`src/rtl/ee357_mcpu_pkg.sv`:
```
// Shared definitions for the multicycle-CPU memory arbiter.
package ee357_mcpu_pkg;

  localparam int unsigned DW                    = 32;
  localparam int unsigned MAX_DMA_BURST_DEFAULT = 4;

  typedef enum logic [1:0] {
    IDLE    = 2'b00,
    CPU_ACC = 2'b01,
    DMA_ACC = 2'b10
  } arb_state_e;

endpackage

```
`src/rtl/ee357_mcpu_mem_arb.sv`:
```
// Single-port memory arbiter between the multicycle CPU and a loader/DMA.
// DMA wins in IDLE until it has taken MAX_DMA_BURST grants in a row while
// the CPU waits; then the CPU gets one access. Transfers are never preempted.
module ee357_mcpu_mem_arb
  import ee357_mcpu_pkg::*;
#(
  parameter int unsigned MAX_DMA_BURST = MAX_DMA_BURST_DEFAULT,
  parameter int unsigned AW            = 32
) (
  input  logic          clk,
  input  logic          rst,
  input  logic          cpu_rd,
  input  logic          cpu_wr,
  input  logic [AW-1:0] cpu_addr,
  input  logic [DW-1:0] cpu_wdata,
  output logic [DW-1:0] cpu_rdata,
  output logic          cpu_stall,
  input  logic          dma_req,
  input  logic          dma_we,
  input  logic [AW-1:0] dma_addr,
  input  logic [DW-1:0] dma_wdata,
  output logic [DW-1:0] dma_rdata,
  output logic          dma_done,
  output logic          mem_en,
  output logic          mem_we,
  output logic [AW-1:0] mem_addr,
  output logic [DW-1:0] mem_wdata,
  input  logic [DW-1:0] mem_rdata,
  input  logic          mem_ready
);

  localparam int unsigned    BW        = $clog2(MAX_DMA_BURST + 1);
  localparam logic [BW-1:0]  BURST_MAX = BW'(MAX_DMA_BURST);

  arb_state_e     state_q;
  logic [BW-1:0]  burst_q, burst_d;
  logic           mem_en_q, mem_we_q, dma_done_q;
  logic [AW-1:0]  mem_addr_q;
  logic [DW-1:0]  mem_wdata_q, cpu_rdata_q, dma_rdata_q;

  logic           cpu_pend, dma_grant, cpu_grant;
  logic           unused_addr_lsbs;

  // Word alignment drops the byte-offset bits of both requesters.
  assign unused_addr_lsbs = ^{cpu_addr[1:0], dma_addr[1:0]};

  // Grant decisions, CPU stall and next burst count.
  always_comb begin
    cpu_pend  = cpu_rd | cpu_wr;
    dma_grant = (state_q == IDLE) && dma_req && (burst_q < BURST_MAX);
    cpu_grant = (state_q == IDLE) && !dma_grant && cpu_pend;
    cpu_stall = cpu_pend & ~((state_q == CPU_ACC) & mem_ready);
    burst_d   = burst_q;
    if (!cpu_pend || cpu_grant) begin
      burst_d = '0;
    end else if (dma_grant) begin
      burst_d = burst_q + 1'b1;
    end
  end

  // Arbiter FSM: latch the granted request, hold the strobe until mem_ready.
  always_ff @(posedge clk or negedge rst) begin
    if (!rst) begin
      state_q     <= IDLE;
      burst_q     <= '0;
      mem_en_q    <= 1'b0;
      mem_we_q    <= 1'b0;
      mem_addr_q  <= '0;
      mem_wdata_q <= '0;
      cpu_rdata_q <= '0;
      dma_rdata_q <= '0;
      dma_done_q  <= 1'b0;
    end else begin
      dma_done_q <= 1'b0;
      burst_q    <= burst_d;
      case (state_q)
        IDLE: begin
          if (dma_grant) begin
            state_q     <= DMA_ACC;
            mem_en_q    <= 1'b1;
            mem_we_q    <= dma_we;
            mem_addr_q  <= {dma_addr[AW-1:2], 2'b00};
            mem_wdata_q <= dma_wdata;
          end else if (cpu_grant) begin
            state_q     <= CPU_ACC;
            mem_en_q    <= 1'b1;
            mem_we_q    <= cpu_wr;
            mem_addr_q  <= {cpu_addr[AW-1:2], 2'b00};
            mem_wdata_q <= cpu_wdata;
          end
        end
        CPU_ACC: begin
          if (mem_ready) begin
            if (!mem_we_q) cpu_rdata_q <= mem_rdata;
            state_q  <= IDLE;
            mem_en_q <= 1'b0;
            mem_we_q <= 1'b0;
          end
        end
        DMA_ACC: begin
          if (mem_ready) begin
            if (!mem_we_q) dma_rdata_q <= mem_rdata;
            dma_done_q <= 1'b1;
            state_q    <= IDLE;
            mem_en_q   <= 1'b0;
            mem_we_q   <= 1'b0;
          end
        end
        default: begin
          state_q  <= IDLE;
          mem_en_q <= 1'b0;
          mem_we_q <= 1'b0;
        end
      endcase
    end
  end

  assign mem_en    = mem_en_q;
  assign mem_we    = mem_we_q;
  assign mem_addr  = mem_addr_q;
  assign mem_wdata = mem_wdata_q;
  assign cpu_rdata = cpu_rdata_q;
  assign dma_rdata = dma_rdata_q;
  assign dma_done  = dma_done_q;

endmodule

```
`config.mk`:
```
export PLATFORM = sky130hd
export DESIGN_NAME = ee357_mcpu_mem_arb
export DESIGN_NICKNAME = d
export VERILOG_FILES = /design/src/rtl/ee357_mcpu_pkg.sv /design/src/rtl/ee357_mcpu_mem_arb.sv
export SDC_FILE = /design/constraint.sdc
export NUM_CORES = 1
export LEC_CHECK = 0
export ABC_AREA = 1
export BUFFER_PORTS_ARGS = -buffer_cell sky130_fd_sc_hd__buf_2
export CORE_MARGIN = 8
export CORE_UTILIZATION = 46
export DETAILED_ROUTE_END_ITERATION = 8
export PLACE_DENSITY = 0.88
export SLEW_MARGIN = 20
export SYNTH_ARGS = -nofsm -noshare
export SYNTH_HDL_FRONTEND = slang
export SYNTH_SLANG_ARGS = --single-unit
export TNS_END_PERCENT = 30
```
`constraint.sdc`:
```
create_clock -name clk -period 2 [get_ports clk]
set_clock_uncertainty 0.1 [all_clocks]
set_input_delay 0 -clock clk [delete_from_list [all_inputs] [get_ports clk]]
set_output_delay 0 -clock clk [all_outputs]
set_load 0.1 [all_outputs]
```
# Yosys cells after proc, flatten, opt, wreduce, memory -nomap -nowiden

Index checks and enable logic that the tools add are counted.
W data, S select, Z words.

Magnitude comparators: 1
Equality and inequality tests: 4
Bitwise gates (word level): 5
Add/sub/neg operators: 1
Mux-type cells: 19
Reduce and logical (&&, ||, !) cells: 15

Operator list:

| cell                  | count |
|---|---|
| $mux W32              | 4 |
| $mux W1               | 7 |
| $mux W2               | 3 |
| $mux W3               | 2 |
| $reduce_and A3 Y1     | 2 |
| $logic_and A1 B1 Y1   | 4 |
| $pmux W1 S2           | 2 |
| $pmux W2 S2           | 1 |
| $reduce_and A2 Y1     | 2 |
| $reduce_bool A2 Y1    | 2 |
| $add A3 B1 Y3 const B | 1 |
| $lt A3 B3 Y1 const B  | 1 |
| $ne A3 B3 Y1 const B  | 1 |
| $and A1 B1 Y1         | 2 |
| $eq A2 B1 Y1 const B  | 1 |
| $eq A2 B2 Y1 const B  | 1 |
| $logic_not A1 Y1      | 2 |
| $logic_not A2 Y1      | 1 |
| $ne A2 B1 Y1 const B  | 1 |
| $not A1 Y1            | 2 |
| $reduce_or A2 Y1      | 1 |
| $logic_or A1 B1 Y1    | 1 |
| $or A1 B1 Y1          | 1 |

Input bits: 167
Output and inout port bits: 132
Flip-flop bits (word level): 136
Word-level logic and storage cells: 54

# Logic depth before layout (Yosys ltp)

Gate-level depths: netlist of the first run.

Depth in word-level cells: 9
Depth in mapped cells: 10
Mapped depth without buffers: 8

# Least setup slack after synthesis of the first run

OpenSTA, ideal clock, no wires.

Kind: reg-to-output
From: reg state_q[1]
To: out cpu_stall
Slack: -0.172 ns
Cell stages (with the launch flop): 4
Arrival time: 2.072 ns
Required time: 1.900 ns
Buffers on the path: 0
Cells stage by stage: dfrtp_1 inv_1 ha_1 a21oi_1

Word-level cells in the longest chain between the ends: 4

RTL lines:

| what                   | line                     | text |
|---|---|---|
| start, declared        | ee357_mcpu_mem_arb.sv:35 | `arb_state_e state_q;` |
| start signal, assigned | ee357_mcpu_mem_arb.sv:64 | `state_q <= IDLE;` |
| start signal, assigned | ee357_mcpu_mem_arb.sv:79 | `state_q <= DMA_ACC;` |
| start signal, assigned | ee357_mcpu_mem_arb.sv:85 | `state_q <= CPU_ACC;` |
| $eq A2 B1 Y1           | ee357_mcpu_mem_arb.sv:52 | `cpu_stall = cpu_pend & ~((state_q == CPU_ACC) & mem_ready);` |
| $and A1 B1 Y1          | ee357_mcpu_mem_arb.sv:52 |  |
| $not A1 Y1             | ee357_mcpu_mem_arb.sv:52 |  |
| $and A1 B1 Y1          | ee357_mcpu_mem_arb.sv:52 |  |
| end, declared          | ee357_mcpu_mem_arb.sv:17 | `output logic cpu_stall,` |

No other way between the ends.

# Worst setup path after layout of the first run

From: reg state_q[1]
To: reg cpu_rdata_q[4], in the netlist cpu_rdata[4]

Word-level cells in the longest chain between the ends: 2

RTL lines:

| what                               | line                     | text |
|---|---|---|
| $eq A2 B1 Y1                       | ee357_mcpu_mem_arb.sv:76 | `case (state_q)` |
| $reduce_and A3 Y1 (no source line) | --                       |  |
| end signal, assigned               | ee357_mcpu_mem_arb.sv:94 | `if (!mem_we_q) cpu_rdata_q <= mem_rdata;` |
| end, declared                      | ee357_mcpu_mem_arb.sv:39 | `logic [DW-1:0] mem_wdata_q, cpu_rdata_q, dma_rdata_q;` |

No other way between the ends.
A chain may end at the register's enable or synchronous reset.

==> results of run 1 <==
-- synth_stat cells --
master | number | area share (%)
nand2_2 | 2 | 0.21
buf_4 | 4 | 0.50
buf_2 | 22 | 1.8
nand4_1 | 2 | 0.21
nand3_1 | 67 | 5.6
o21ai_0 | 67 | 5.6
o31ai_1 | 1 | 0.12
a21oi_1 | 2 | 0.17
inv_2 | 1 | 0.062
conb_1 | 1 | 0.062
inv_1 | 41 | 2.5
dfrtp_1 | 134 | 56
buf_6 | 7 | 1.3
ha_1 | 4 | 0.83
nand2_1 | 388 | 24
nand2_4 | 1 | 0.19
nor2_2 | 1 | 0.10
nand3_4 | 1 | 0.29
clkbuf_1 | 14 | 0.87
-- routing by layer --
layer	GRT usage, %	part of all wire [%]
met2	49.98	50
met3	10.19	10
met4	23.16	6.9
met5	0	0
met1	28.96	33
-- registers in the layout, indices dropped and copies added, names as in the netlist --
name and flops:
burst_q 3, cpu_rdata 32, dma_done 1, dma_rdata 32
mem_addr 30, mem_en 1, mem_wdata 32, mem_we 1
state_q 2
-- area by class of cell --
type,instances,area [µm²],area share [%]
Antenna cell,4,10.01,0.1007
Clock buffer,22,494.2,4.972
Clock inverter,10,142.6,1.435
Inverter,42,157.7,1.586
Multi-Input combinational cell,538,2273,22.87
Sequential cell,134,3353,33.73
Tap cell,176,220.2,2.215
Timing Repair Buffer,467,3289,33.09
-- worst max-delay path, delay by kind of cell, from the launching register on --
kind | cells | cell delay [ps]
AND/OR/NAND/NOR | 1 | 320
buffers and inverters | 2 | 390
AO/OA/AOI/OAI | 1 | 330
adder cells (fa/ha/maj) | 1 | 220
flip-flops | 1 | 400
-- cell families (layout without fill, tap and decap cells) --
kind of cell / Yosys count / after routing
adder cells (fa/ha/maj): 4 / 4
AND/OR/NAND/NOR: 462 / 462
buffers and inverters: 89 / 541
other: 1 / 6
flip-flops: 134 / 134
AO/OA/AOI/OAI: 70 / 70
-- how the worst max path moves through the flow --
stage | slack, ps | cells after the start | end
2_1_floorplan | 100 | 5 | cpu_rdata[0]
3_3_place_gp | 360 | 8 | mem_addr[20]
3_5_place_dp | 290 | 9 | mem_addr[7]
4_1_cts | 230 | 4 | cpu_stall
5_1_grt | 9 | 5 | cpu_rdata[4]
6_report | 90 | 5 | cpu_rdata[4]
-- stage by stage --
stage	hold slack, ps	setup WS, ps
finish	32.54	94.67
global route	65.10	8.525
CTS	10.71	233.3
detailed placement	-114.0	292.3
floorplan	-395.6	100.6
global placement	-117.1	362.6
-- timing repair --
action,in CTS,in global routing
hold buffers,163,0
hold endpoints to repair,267,0
resized for setup,0,0
==> impl_results.md, run 1 <==
* Crit path DAT at about 2100 ps
* Via count at 7226
* CTS sink cnt at ~130
* Setup crit start: state_q[1]
* Total track usage at 29.41%
* Dpl hpwl at ~13 mm
* Critical-path cell list: inv_1 > ha_1 > nand3_2 > buf_12 > o21ai_0
* IO Pins at 299
* CP max-delay cell: dfrtp_1
* Post-synthesis adder-cell area fraction at 0.8285%
* Post-synthesis xor/xnor area fraction at 0%
* Commonest non-fill, non-tap cells in the layout: 387 x nand2_1, 291 x buf_2, 163 x dlygate4sd3_1, 134 x dfrtp_1, 67 x o21ai_0
* Worst-path clk slew at 60 ps
* First-pass GRT wire length at roughly 39 mm
* Synth Area in Compound Gates at approximately 6%
* Seq/Total Area, Yosys at 55.51%
* Synth Register Bits at about 130
* CTS tree: done
* Period utilisation layout at 95.27%
* Most common cell after layout, fill and taps aside: nand2_1
* Synthesized area at 6041 µm²
* Least-Margin Pin Slew at 538.9 ps
* Initial Util at 46.35%
* Post-route ant nets at 0
* Placeable Area at 13030 µm²
* GP Congestion at 0.8241
* CP Class: reg2reg
* Drt via density at 5.187
* DRC at 0
* Startpoint Class: flop
* CP Max Fanout at 30
* Outcome: finished, final reports clean
* 1st-iter DRT viols at slightly below 500
* R2R cell count at 5
* Fin crit period at roughly 1900 ps
* Die area at approximately 17000 µm²
* Antenna violations before repair at 3
* DR pass1 iterations at 5
* RSZ-0062 raised after global routing: no
* Share of layout cells above drive strength 1 at between 20 and 30%
* P&R area growth vs syn at 64.56%
* Max Cap Viol at 0
* Yosys warns at 0
* Cells after synthesis at 760
* IO buf count at 292
* Post-Route WL at 24.87 mm
* Final Instance Area at approximately 9900 µm²
* Die Wd at 130.6 µm
* Nature of the critical path endpoint: flop
* Clock latency on the worst-skew pair at 410 ps
* Worst reg2reg path endpoint: cpu_rdata[4]
* Distinct cells, synth at 19
* Final Util at 76.28%
* CTS Buffer Depth at 2
* Non-filler instance count after layout at 1393
* Final setup viols at 0
* Largest stage delay, worst path at 400 ps
* Routed wire per std cell at 17.85 µm
* Mux contribution to synthesized area at 0%
* Largest net degree at the start of global routing at 80
* CP required at between 2000 and 2500 ps
* Setup tns final at 0 ps
* CTS buffer count at 17
* Fill cells at ~760
* Largest family of logic cells by synthesized area: simple AND/OR/NAND/NOR gates
* Die Height at roughly 130 µm
* Worst hold path class: in2async
* Global route total overflow at 0
* R2R Setup Slk at about 95 ps
* Syn_area_per_cell at 7.948 µm²
* Postcts setup bufs at 0
* Row count at 42
* Root Buffer: clkbuf_16
* Placed inst area at 7662 µm²
* Pins Over Slew Limit at 0
* Reg2Reg Launch Point: state_q[1]
* Placed cells at 1194
* Final hold vios at 0
* Simple-Gate Fraction of Synth Area at 30.65%
* Fmax achieved at approximately 520 MHz
* Nets at 1371
* Htree depth at 4
* Relative slew slack at between 60% and 70%
* Vias in the first global route at around 7800
Power of run 1 is left out: the tool's default activity adds up to more than one toggle a clock period on the data nets, which glitch-free logic cannot reach.
==> inputs of run 2 (changes only) <==
--- a/config.mk
+++ b/config.mk
@@ -8,9 +8,9 @@
 export ABC_AREA = 1
 export BUFFER_PORTS_ARGS = -buffer_cell sky130_fd_sc_hd__buf_2
 export CORE_MARGIN = 8
-export CORE_UTILIZATION = 46
+export CORE_UTILIZATION = 40
 export DETAILED_ROUTE_END_ITERATION = 8
-export PLACE_DENSITY = 0.88
+export PLACE_DENSITY = 0.79
 export SLEW_MARGIN = 20
 export SYNTH_ARGS = -nofsm -noshare
 export SYNTH_HDL_FRONTEND = slang
==> run 2 against run 1 <==
Against the previous run: utilization down 9.8 points; die area up 13%; setup slack better by 85 ps; first-iteration DRC count down 13%; sequential cell count unchanged; routed wire length down 7.8%; via count down 3.9%; sequential share of layout area about the same; final cell count up 1.0%; non-clock buffer count up 2.
==> impl_results.md, run 2 (synthesis results as in run 1) <==
* CTS sink cnt at 134 (unchanged)
* Routed length on met3 at 1.861 mm (-26%)
* Critical-path cell list: inv_1 > ha_1 > nand3_4 > buf_6 > nand2_1 > nand2_1 > nand2_1 > nand2_1
* DRT met1 WL at 8.342 mm (+2.5%)
* Commonest non-fill, non-tap cells in the layout: 387 x nand2_1, 291 x buf_2, 162 x dlygate4sd3_1, 134 x dfrtp_1, 67 x o21ai_0
* Final hold vios at 0 (unchanged)
* Postcts setup bufs at 0 (unchanged)
* CTS Buffer Depth at 2 (unchanged)
* Final hold slack at 40.06 ps (+7.518 ps)
* Antenna violations before repair at 5 (+2)
* Largest stage delay, worst path at 410 ps (about the same)
* Largest net degree at the start of global routing at 73 (-8.8%)
* Final setup viols at 0 (unchanged)
* Post-Route WL at 22.92 mm (-7.8%)
* CTS tree: done
* Drt via density at 4.935 (-4.9%)
* Nature of the critical path endpoint: flop
* WL met2 at 11.28 mm (-9.6%)
* Startpoint Class: flop
* Outcome: finished, final reports clean
* Crit path DAT at 2060 ps (-20 ps)
* Top sig layer: met4
* Setup tns final at 0 ps (unchanged)
* Vias in the first global route at 7385 (-5.4%)
* Initial Util at 40.33% (-6.0 points)
* Placed inst area at 7680 µm² (+0.23%)
* Placeable Area at 14980 µm² (+15%)
* Relative slew slack at 62.44% (-1.9 points)
* CP Class: reg2reg
* Max Cap Viol at 0 (unchanged)
* Fmax achieved at 549.4 MHz (+4.7%)
* CP Max Fanout at 72 (+140%)
* CP max-delay cell: buf_6
* Die Wd at 138.9 µm (+6.4%)
* Die area at 19290 µm² (+13%)
* Htree depth at 4 (unchanged)
* P&R area growth vs syn at 64.73%
* CP required at 2240 ps (+60 ps)
* Period utilisation layout at 91.01% (-4.3 points)
* RSZ-0062 raised after global routing: no
* Post-route ant nets at 0 (unchanged)
* Routed wire per std cell at 16.29 µm (-8.8%)
* Nets at 1373 (+0.15%)
* Fin crit period at 1820 ps (-85.21 ps)
* Clock latency on the worst-skew pair at 400 ps (about the same)
* Total track usage at 24.07% (-5.3 points)
* Worst-path clk slew at 60 ps (about the same)
* IO Pins at 299 (unchanged)
* IO buf count at 292 (unchanged)
* R2R Setup Slk at 180 ps (+90 ps)
* GP Congestion at 0.8291 (+0.61%)
* DR pass1 iterations at 5 (unchanged)
* Global route total overflow at 0 (unchanged)
* Dpl hpwl at 13.35 mm (+0.96%)
* Least-Margin Pin Slew at 567.3 ps (+28.46 ps)
* DRC at 0 (unchanged)
* 1st-iter DRT viols at 430 (-13%)
* Root Buffer: clkbuf_16
* Pins Over Slew Limit at 0 (unchanged)
* First-pass GRT wire length at 37.27 mm (-3.8%)
* Final Instance Area at 9951 µm² (+0.10%)
* Die Height at 138.9 µm (+6.4%)
* Via count at 6944 (-3.9%)
* Worst hold path class: in2async
* Most common cell after layout, fill and taps aside: nand2_1
* CTS buffer count at 17 (unchanged)
* Final Util at 66.44% (-9.8 points)
* Row count at 45 (+7.1%)
* Most Frequent Cell on Critical Path: nand2_1
* Share of layout cells above drive strength 1 at 28.34% (-0.11 points)
## run 2: repair_timing
action / CTS / global route
hold endpoints to repair: 268 / 0
setup endpoints to repair: 0 / 46
gates resized for setup: 0 / 6
hold buffers: 163 / 0
## run 2: final cells by class
| cell class | instances | area (µm²) |
|---|---|---|
| Antenna cell | 5 | 12.51 |
| Clock inverter | 10 | 145.1 |
| Sequential cell | 134 | 3353 |
| Tap cell | 188 | 235.2 |
| Clock buffer | 21 | 460.4 |
| Timing Repair Buffer | 469 | 3313 |
| Multi-Input combinational cell | 538 | 2273 |
| Inverter | 42 | 157.7 |
| Fill cell | 1100 | 5026 |
## run 2: final timing paths
kind	start	endpoint	depth (start not counted)
setup / recovery	state_q[0]	mem_addr[31]	8
hold / removal	rst	mem_wdata[9]	2
setup reg to reg	state_q[0]	mem_addr[31]	8
hold reg to reg	cpu_rdata[0]	cpu_rdata[0]	2
max in group asynchronous	rst	cpu_rdata[17]	3
min in group clk	mem_rdata[19]	dma_rdata[19]	4
## run 2: critical path: cells and delay by family (launching register included)
family | cells | cell delay (ps)
flip-flops | 1 | 380
AND/OR/NAND/NOR | 5 | 500
buffers and inverters | 2 | 490
adder cells (fa/ha/maj) | 1 | 240
## run 2: metrics by stage
step / worst slack [ps] / cells
2_1_floorplan: 100.6 / 761
3_3_place_gp: 62.98 / 1208
3_5_place_dp: 39.89 / 1208
4_1_cts: 20.48 / 1402
5_1_grt: 25.66 / 1407
6_report: 179.9 / 1407
## run 2: per-layer routing
layer,track usage (%),vias to the layer above
met4,17.33,0
met5,0,-
met2,39.75,410
li1,-,3253
met3,8.262,112
met1,25.43,3169
Power of run 2 is left out for the same reason.
